### config.mk
export PLATFORM = sky130hd
export DESIGN_NAME = snoop_buf_sched
export DESIGN_NICKNAME = d
export VERILOG_FILES = /design/src/rtl/snoop_buf_sched.sv
export SDC_FILE = /design/constraint.sdc
export NUM_CORES = 1
export LEC_CHECK = 0
export CELL_PAD_IN_SITES_DETAIL_PLACEMENT = 0
export CELL_PAD_IN_SITES_GLOBAL_PLACEMENT = 2
export CORE_UTILIZATION = 35
export DETAILED_ROUTE_END_ITERATION = 8
export PLACE_DENSITY_LB_ADDON = 0.1
export SLEW_MARGIN = 0
export SYNTH_ARGS = -nofsm -noshare
export SYNTH_HDL_FRONTEND = slang
export SYNTH_SLANG_ARGS = --single-unit
export TNS_END_PERCENT = 10
### constraint.sdc
create_clock -name clk -period 2.2 [get_ports clk]
set_input_delay 0.44 -clock clk [delete_from_list [all_inputs] [get_ports clk]]
set_output_delay 0.44 -clock clk [all_outputs]
set_load 0.05 [all_outputs]
### src/rtl/snoop_buf_sched.sv
// Three-buffer ownership scheduler between a packet snooper, a filter CPU and a forwarder.
// Each buffer walks FREE->SNOOP->WAIT_F->FILT->(WAIT_O->OUT->)FREE; hand-offs use in-order index queues.
module snoop_buf_sched #(
    parameter int unsigned CNT_WIDTH = 16,
    parameter int unsigned NBUF      = 3
) (
    input  logic                 clk,
    input  logic                 rst_n,
    input  logic                 sn_done,
    output logic                 sn_rdy,
    output logic [1:0]           sn_sel,
    input  logic                 cpu_acc,
    input  logic                 cpu_rej,
    output logic                 cpu_rdy,
    output logic [1:0]           cpu_sel,
    input  logic                 fwd_done,
    output logic                 fwd_rdy,
    output logic [1:0]           fwd_sel,
    output logic [CNT_WIDTH-1:0] acc_cnt,
    output logic [CNT_WIDTH-1:0] rej_cnt
);

    localparam int unsigned SEL_W = 2;
    localparam int unsigned QCW   = 2;

    typedef enum logic [2:0] {
        B_FREE, B_SNOOP, B_WAIT_F, B_FILT, B_WAIT_O, B_OUT
    } buf_state_e;

    buf_state_e           st_q   [NBUF];
    buf_state_e           st_d   [NBUF];
    logic [SEL_W-1:0]     fq_q   [NBUF];
    logic [SEL_W-1:0]     fq_d   [NBUF];
    logic [SEL_W-1:0]     oq_q   [NBUF];
    logic [SEL_W-1:0]     oq_d   [NBUF];
    logic [QCW-1:0]       fq_cnt_q, fq_cnt_d, oq_cnt_q, oq_cnt_d;
    logic                 sn_rdy_d, cpu_rdy_d, fwd_rdy_d;
    logic [SEL_W-1:0]     sn_sel_d, cpu_sel_d, fwd_sel_d;
    logic [CNT_WIDTH-1:0] acc_cnt_d, rej_cnt_d;
    logic                 f_push, f_pop, o_push, o_pop, found;
    logic [SEL_W-1:0]     f_push_idx, o_push_idx;

    // State register: every output is a flop, cleared asynchronously
    always_ff @(posedge clk or negedge rst_n) begin
        if (!rst_n) begin
            for (int unsigned i = 0; i < NBUF; i++) begin
                st_q[i] <= B_FREE;
                fq_q[i] <= '0;
                oq_q[i] <= '0;
            end
            fq_cnt_q <= '0;
            oq_cnt_q <= '0;
            sn_rdy   <= 1'b0;
            cpu_rdy  <= 1'b0;
            fwd_rdy  <= 1'b0;
            sn_sel   <= '0;
            cpu_sel  <= '0;
            fwd_sel  <= '0;
            acc_cnt  <= '0;
            rej_cnt  <= '0;
        end else begin
            st_q     <= st_d;
            fq_q     <= fq_d;
            oq_q     <= oq_d;
            fq_cnt_q <= fq_cnt_d;
            oq_cnt_q <= oq_cnt_d;
            sn_rdy   <= sn_rdy_d;
            cpu_rdy  <= cpu_rdy_d;
            fwd_rdy  <= fwd_rdy_d;
            sn_sel   <= sn_sel_d;
            cpu_sel  <= cpu_sel_d;
            fwd_sel  <= fwd_sel_d;
            acc_cnt  <= acc_cnt_d;
            rej_cnt  <= rej_cnt_d;
        end
    end

    always_comb begin
        st_d       = st_q;
        fq_d       = fq_q;
        oq_d       = oq_q;
        fq_cnt_d   = fq_cnt_q;
        oq_cnt_d   = oq_cnt_q;
        sn_rdy_d   = sn_rdy;
        cpu_rdy_d  = cpu_rdy;
        fwd_rdy_d  = fwd_rdy;
        sn_sel_d   = sn_sel;
        cpu_sel_d  = cpu_sel;
        fwd_sel_d  = fwd_sel;
        acc_cnt_d  = acc_cnt;
        rej_cnt_d  = rej_cnt;
        f_push     = 1'b0;
        f_pop      = 1'b0;
        o_push     = 1'b0;
        o_pop      = 1'b0;
        found      = 1'b0;
        f_push_idx = '0;
        o_push_idx = '0;

        // Completions; accept wins when both filter verdicts arrive together
        if (sn_rdy && sn_done) begin
            st_d[sn_sel] = B_WAIT_F;
            sn_rdy_d     = 1'b0;
            f_push       = 1'b1;
            f_push_idx   = sn_sel;
        end
        if (cpu_rdy && (cpu_acc || cpu_rej)) begin
            cpu_rdy_d = 1'b0;
            if (cpu_acc) begin
                st_d[cpu_sel] = B_WAIT_O;
                o_push        = 1'b1;
                o_push_idx    = cpu_sel;
                acc_cnt_d     = acc_cnt + CNT_WIDTH'(1);
            end else begin
                st_d[cpu_sel] = B_FREE;
                rej_cnt_d     = rej_cnt + CNT_WIDTH'(1);
            end
        end
        if (fwd_rdy && fwd_done) begin
            st_d[fwd_sel] = B_FREE;
            fwd_rdy_d     = 1'b0;
        end

        // Grants look only at registered state, so a buffer freed this cycle waits one cycle
        if (!sn_rdy) begin
            for (int unsigned i = 0; i < NBUF; i++) begin
                if (!found && st_q[i] == B_FREE) begin
                    found    = 1'b1;
                    st_d[i]  = B_SNOOP;
                    sn_rdy_d = 1'b1;
                    sn_sel_d = SEL_W'(i);
                end
            end
        end
        if (!cpu_rdy && fq_cnt_q != '0) begin
            st_d[fq_q[0]] = B_FILT;
            cpu_rdy_d     = 1'b1;
            cpu_sel_d     = fq_q[0];
            f_pop         = 1'b1;
        end
        if (!fwd_rdy && oq_cnt_q != '0) begin
            st_d[oq_q[0]] = B_OUT;
            fwd_rdy_d     = 1'b1;
            fwd_sel_d     = oq_q[0];
            o_pop         = 1'b1;
        end

        // Queue maintenance: pop shifts toward the head, push appends after the survivors
        if (f_pop) begin
            for (int unsigned i = 0; i < NBUF - 1; i++) fq_d[i] = fq_q[i+1];
            fq_d[NBUF-1] = '0;
            fq_cnt_d     = fq_cnt_q - QCW'(1);
        end
        if (f_push) begin
            fq_d[fq_cnt_d] = f_push_idx;
            fq_cnt_d       = fq_cnt_d + QCW'(1);
        end
        if (o_pop) begin
            for (int unsigned i = 0; i < NBUF - 1; i++) oq_d[i] = oq_q[i+1];
            oq_d[NBUF-1] = '0;
            oq_cnt_d     = oq_cnt_q - QCW'(1);
        end
        if (o_push) begin
            oq_d[oq_cnt_d] = o_push_idx;
            oq_cnt_d       = oq_cnt_d + QCW'(1);
        end
    end

endmodule

# Word-level counts from Yosys, hierarchy flattened
# Index checks and enable logic that the tools add are counted.
word_totals:
  register_bits: 66
  latchBits: 0
  mem_bits_rw: 0
  romBits: 0
  n_memories: 0
op_classes:
  n_addsub: 6
  multipliers: 0
  div_mod_pow: 0
  order_cmp: 14
  n_eq_ne: 0
  shifts: 0
  n_mux: 58
  bitwise: 25
  reduce_logical: 30
op_table:
  columns: ["operator", "n"]
  rows:
  - ["$mux 9", 7]
  - ["$add 16x1->16 const B", 2]
  - ["$demux 3 s2", 5]
  - ["$mux 2", 12]
  - ["$mux 3", 8]
  - ["$mux 6", 4]
  - ["$ge 3x3->1 const B", 7]
  - ["$lt 3x1->1 const B", 7]
  - ["$not 2->3", 7]
  - ["$and 9x9->9", 2]
  - ["$mux 1", 18]
  - ["$not 9->9", 2]
  - ["$logic_and 1x1->1", 14]
  - ["$and 6x6->6", 2]
  - ["$bwmux 6", 2]
  - ["$not 6->6", 2]
  - ["$or 6x6->6", 2]
  - ["$logic_not 3->1", 3]
  - ["$demux 2 s2", 2]
  - ["$reduce_bool 2->1", 4]
  - ["$and 3x3->3", 2]
  - ["$not 3->3", 2]
  - ["$or 3x3->3", 2]
  - ["$reduce_and 2->1", 3]
  - ["6 further kinds", 12]

# Depth between registers and ports, before layout
logic_depth:
  ltp_word: 19
  depth_mapped: 11

# Worst setup path after synthesis
# OpenSTA, ideal clock, no wires.
synth_timing:
  path_kind: "flip-flop to flip-flop"
  from: "reg cpu_rdy"
  to: "reg fq_q[1] in the netlist's numbering"
  arrival_time_ns: 1.916
  required_time_ns: 2.073
  slack_ns: 0.156
  path_stages_with_launch: 9
  period_less_slack_ns: 2.044
  path_cell_list: "dfrtp_1 > or2_2 > clkbuf_1 > a21oi_1 > inv_1 > ha_1 > and3_1 > nand2_1 > o21ai_0"
synth_lines:
  columns: ["element", "line", "rtl"]
  rows:
  - ["start: declaration", "14", "output logic cpu_rdy,"]
  - ["start signal: assignment", "68", "cpu_rdy <= cpu_rdy_d;"]
  - ["end signal: assignment", "63", "fq_q <= fq_d;"]
  - ["end: declaration", "32", "logic [SEL_W-1:0] fq_q [NBUF];"]

# Worst setup path after layout
layout_timing:
  from: "reg sn_sel[0]"
  to: "out sn_sel[0]"
layout_lines:
  columns: ["element", "line", "rtl"]
  rows:
  - ["start: declaration", "11", "output logic [1:0] sn_sel,"]
  - ["start signal: assignment", "70", "sn_sel <= sn_sel_d;"]
# No word-level cell between the ends.

==> flow_summary.ini <==
[outcome]
status = complete, but fails checks
violations = design-rule violations

[cts]
cts_tree = built
h-tree-depth = 3
clock_sinks = 66
cts.clk_slew.worst_paths_ps = 80
clock_path_buffers = 2
worstSkewPairLatency_ps = 340
root_buffer = clkbuf_8
postCtsHoldBufs = 0
post_cts_buffers = 0
tritoncts.num_buffers = 9

[logic_synthesis]
avgSynthCellArea_sq_um = 10.7
yosysTopAreaCell = dfrtp_1
synth-seq-cells = 66
async_reset_ff_frac = 1.00
synthCells = 303
synth_compound_area_frac = 0.0774
ys_top_cells_by_area = dfrtp_1 51%, xnor2_1 7.3%, nand2_1 4.9%, mux2i_1 4.0%, ha_1 3.9%
synth.distinct_cells = 50
yosys_warnings = 0
yosys.area_share.adder = 0.0385
synth_top_area_frac = 0.508
syn-cell-area_sq_um = 3250
ys_seq_area_frac = 0.508
synthMuxAreaShare = 0.0470
synth_top_family_by_area = simple AND/OR/NAND/NOR gates
synthSimpleGateAreaFrac = 0.206
synth_edf_count = 0
synth_ff_type = dfrtp_1
synth-xor-area-share = 0.0917
syn_nets = 319

[grt]
antenna_found_initial = 0
grt_pass1_wl_microns = 12300
overflow = 0
grt_pass1_vias = 2435
grt_max_degree = 67
grt_use_total = 0.161

[power_and_ir_drop]
irDropWorstVdd_mv = 0.665
power.share.clock = 0.234
p_int_mw = 3.55
leakagePower_nw = 1.89
switching_share = 0.409
power_mw = 6.01
pwr-share-comb = 0.431
power_density_nw_per_um2 = 1450
net-switching-power_mw = 2.46
pwr-share-seq = 0.335

[detailed_routing]
drcViolationCount = 5
drtIter0Drc = 78
dr.pass1.iters = 8
finalWirelength_microns = 6990
routed_via_density = 4.97
postRouteAntennaNets = 0
via_count = 2368
avgRoutedWirePerCell_microns = 14.7

[sta]
setup-tns-final_ps = 0
setup_violations = 0
layout_worst_path_cycle_share = 0.967
slew_headroom = 0.610
hold_violations = 0
worstMarginPinSlew_ps = 580
drv_slew = 0
post-route-min-period_ps = 2130
clock_skew_ps = 10.7
max_freq_mhz = 470
rsz0062_at_grt = false

[floorplanning]
dieArea_sq_um = 9670
die_y_microns = 98.3
row_count = 34
start_util = 0.367
coreArea_sq_um = 8850
io_pins = 47
die_x_microns = 98.3

[cells_and_area]
drive_gt1_frac = 0.128
areaGrowthSynthToFinish_pct = 28.1
mostFrequentLayoutCells = 66 x dfrtp_1, 42 x nand2_1, 40 x clkdlybuf4s50_1
insertedDiodeCount = 0
nFillCells = 860
nNetsFinal = 379
final_common_cell = dfrtp_1

[worst_setup_path]
timing.rr.start = oq_cnt_q[0]
critPathMaxFanout = 8
crit_family = buffers and inverters
max_stage_delay_ps = 860
crit_chain = clkdlybuf4s50_1
cp.arrival_ps = 1690
critical-path-slowest-cell = clkdlybuf4s50_1
startpoint = sn_sel[0]
crit_required_ps = 1760
crit_path_end_kind = primary output
critPathBufInv = 1
criticalPathCategory = reg -> out
startpoint_type = register

[place]
io_buffers = 46
dp_hpwl_microns = 4870
place.gp.congestion = 0.713

[worst_hold_path]
hp-class = in -> async

[run]
maxCapViolations = 0
==> final timing paths <==
path,slack (ps),cells after the start,endpoint
max in group asynchronous,1810,2,oq_q[2]
worst min register to register,470,1,rej_cnt[15]
worst max register to register,280,9,oq_q[5]
worst max-delay path,70,1,sn_sel[0]
min in group clk,470,1,rej_cnt[15]
worst min-delay path,110,2,rej_cnt[6]
==> flip-flops by register name, indices dropped and copies added (netlist names), 6 cells and up <==
signal and cells:
acc_cnt 16, rej_cnt 16, fq_q 6, st_q 9, oq_q 6
==> layer usage <==
metal / GRT usage / vias up / wire length, microns
met4: 0.0482 / 0 / 52
met3: 0.0422 / 4 / 271
met5: 0 / - / 0
met2: 0.235 / 40 / 3040
met1: 0.233 / 1141 / 3620
li1: - / 1183 / -
==> stage by stage <==
step / hold slack (ps) / cells / utilization / cell area, sq um / worst slack (ps)
finish: 105 / 476 / 0.470 / 4160 / 73.5
global route: 120 / 476 / 0.470 / 4160 / 2.90
CTS: 117 / 476 / 0.470 / 4160 / 39.9
detailed placement: 467 / 460 / 0.439 / 3880 / 36.4
global placement: 463 / 460 / 0.439 / 3880 / 67.2
floorplan: 144 / 303 / - / 3250 / 156
==> cell families after synthesis <==
| kind of cell | after synthesis |
|---|---|
| multiplexers | 15 |
| adder cells (fa/ha/maj) | 10 |
| buffers and inverters | 22 |
| flip-flops | 66 |
| XOR/XNOR | 34 |
| AND/OR/NAND/NOR | 119 |
| AO/OA/AOI/OAI | 37 |
==> timing repair <==
action / 4_1_cts / 5_1_grt
resized for setup: 0 / 1
endpoints found under the setup margin: 0 / 1
endpoints found under the hold margin: 0 / 0
==> cells in the mapped netlist (2+ instances only) <==
cell / number
o21a_1: 2
xor2_1: 7
clkbuf_1: 2
nand3b_1: 4
nand2b_1: 2
nor3_2: 2
dfrtp_1: 66
a21oi_1: 6
or2_2: 2
buf_2: 5
a31oi_1: 3
and4_1: 5
and4b_1: 2
nand2_1: 42
xnor2_1: 27
or3_1: 4
o211ai_1: 2
ha_1: 10
buf_4: 3
nand4_1: 10
and3_1: 10
o21ai_0: 13
o22a_1: 2
nor4_1: 2
nand4b_1: 4
nor2_1: 11
inv_1: 12
and2_1: 2
nand3_1: 7
mux2i_1: 13
mux2_2: 2
==> layout make-up <==
type / instances / area [sq um] / share of cell area
clock buffer: 10 / 138 / 0.0331
clock inverter: 6 / 138 / 0.0331
inverter: 12 / 45.0 / 0.0108
multi-input combinational: 215 / 1500 / 0.360
sequential: 66 / 1650 / 0.397
tap: 108 / 135 / 0.0325
timing repair buffer: 59 / 558 / 0.134
==> power by group through the flow <==
stage | Sequential [mW] | Clock, mW | Combinational [mW]
2_1_floorplan | 2.44 | 0 | 1.33
3_3_place_gp | 2.04 | 0 | 2.60
3_5_place_dp | 2.04 | 0 | 2.61
4_1_cts | 2.02 | 1.44 | 2.63
5_1_grt | 2.08 | 1.51 | 2.88
6_report | 2.02 | 1.41 | 2.59
(Power assumes the default switching activity.)
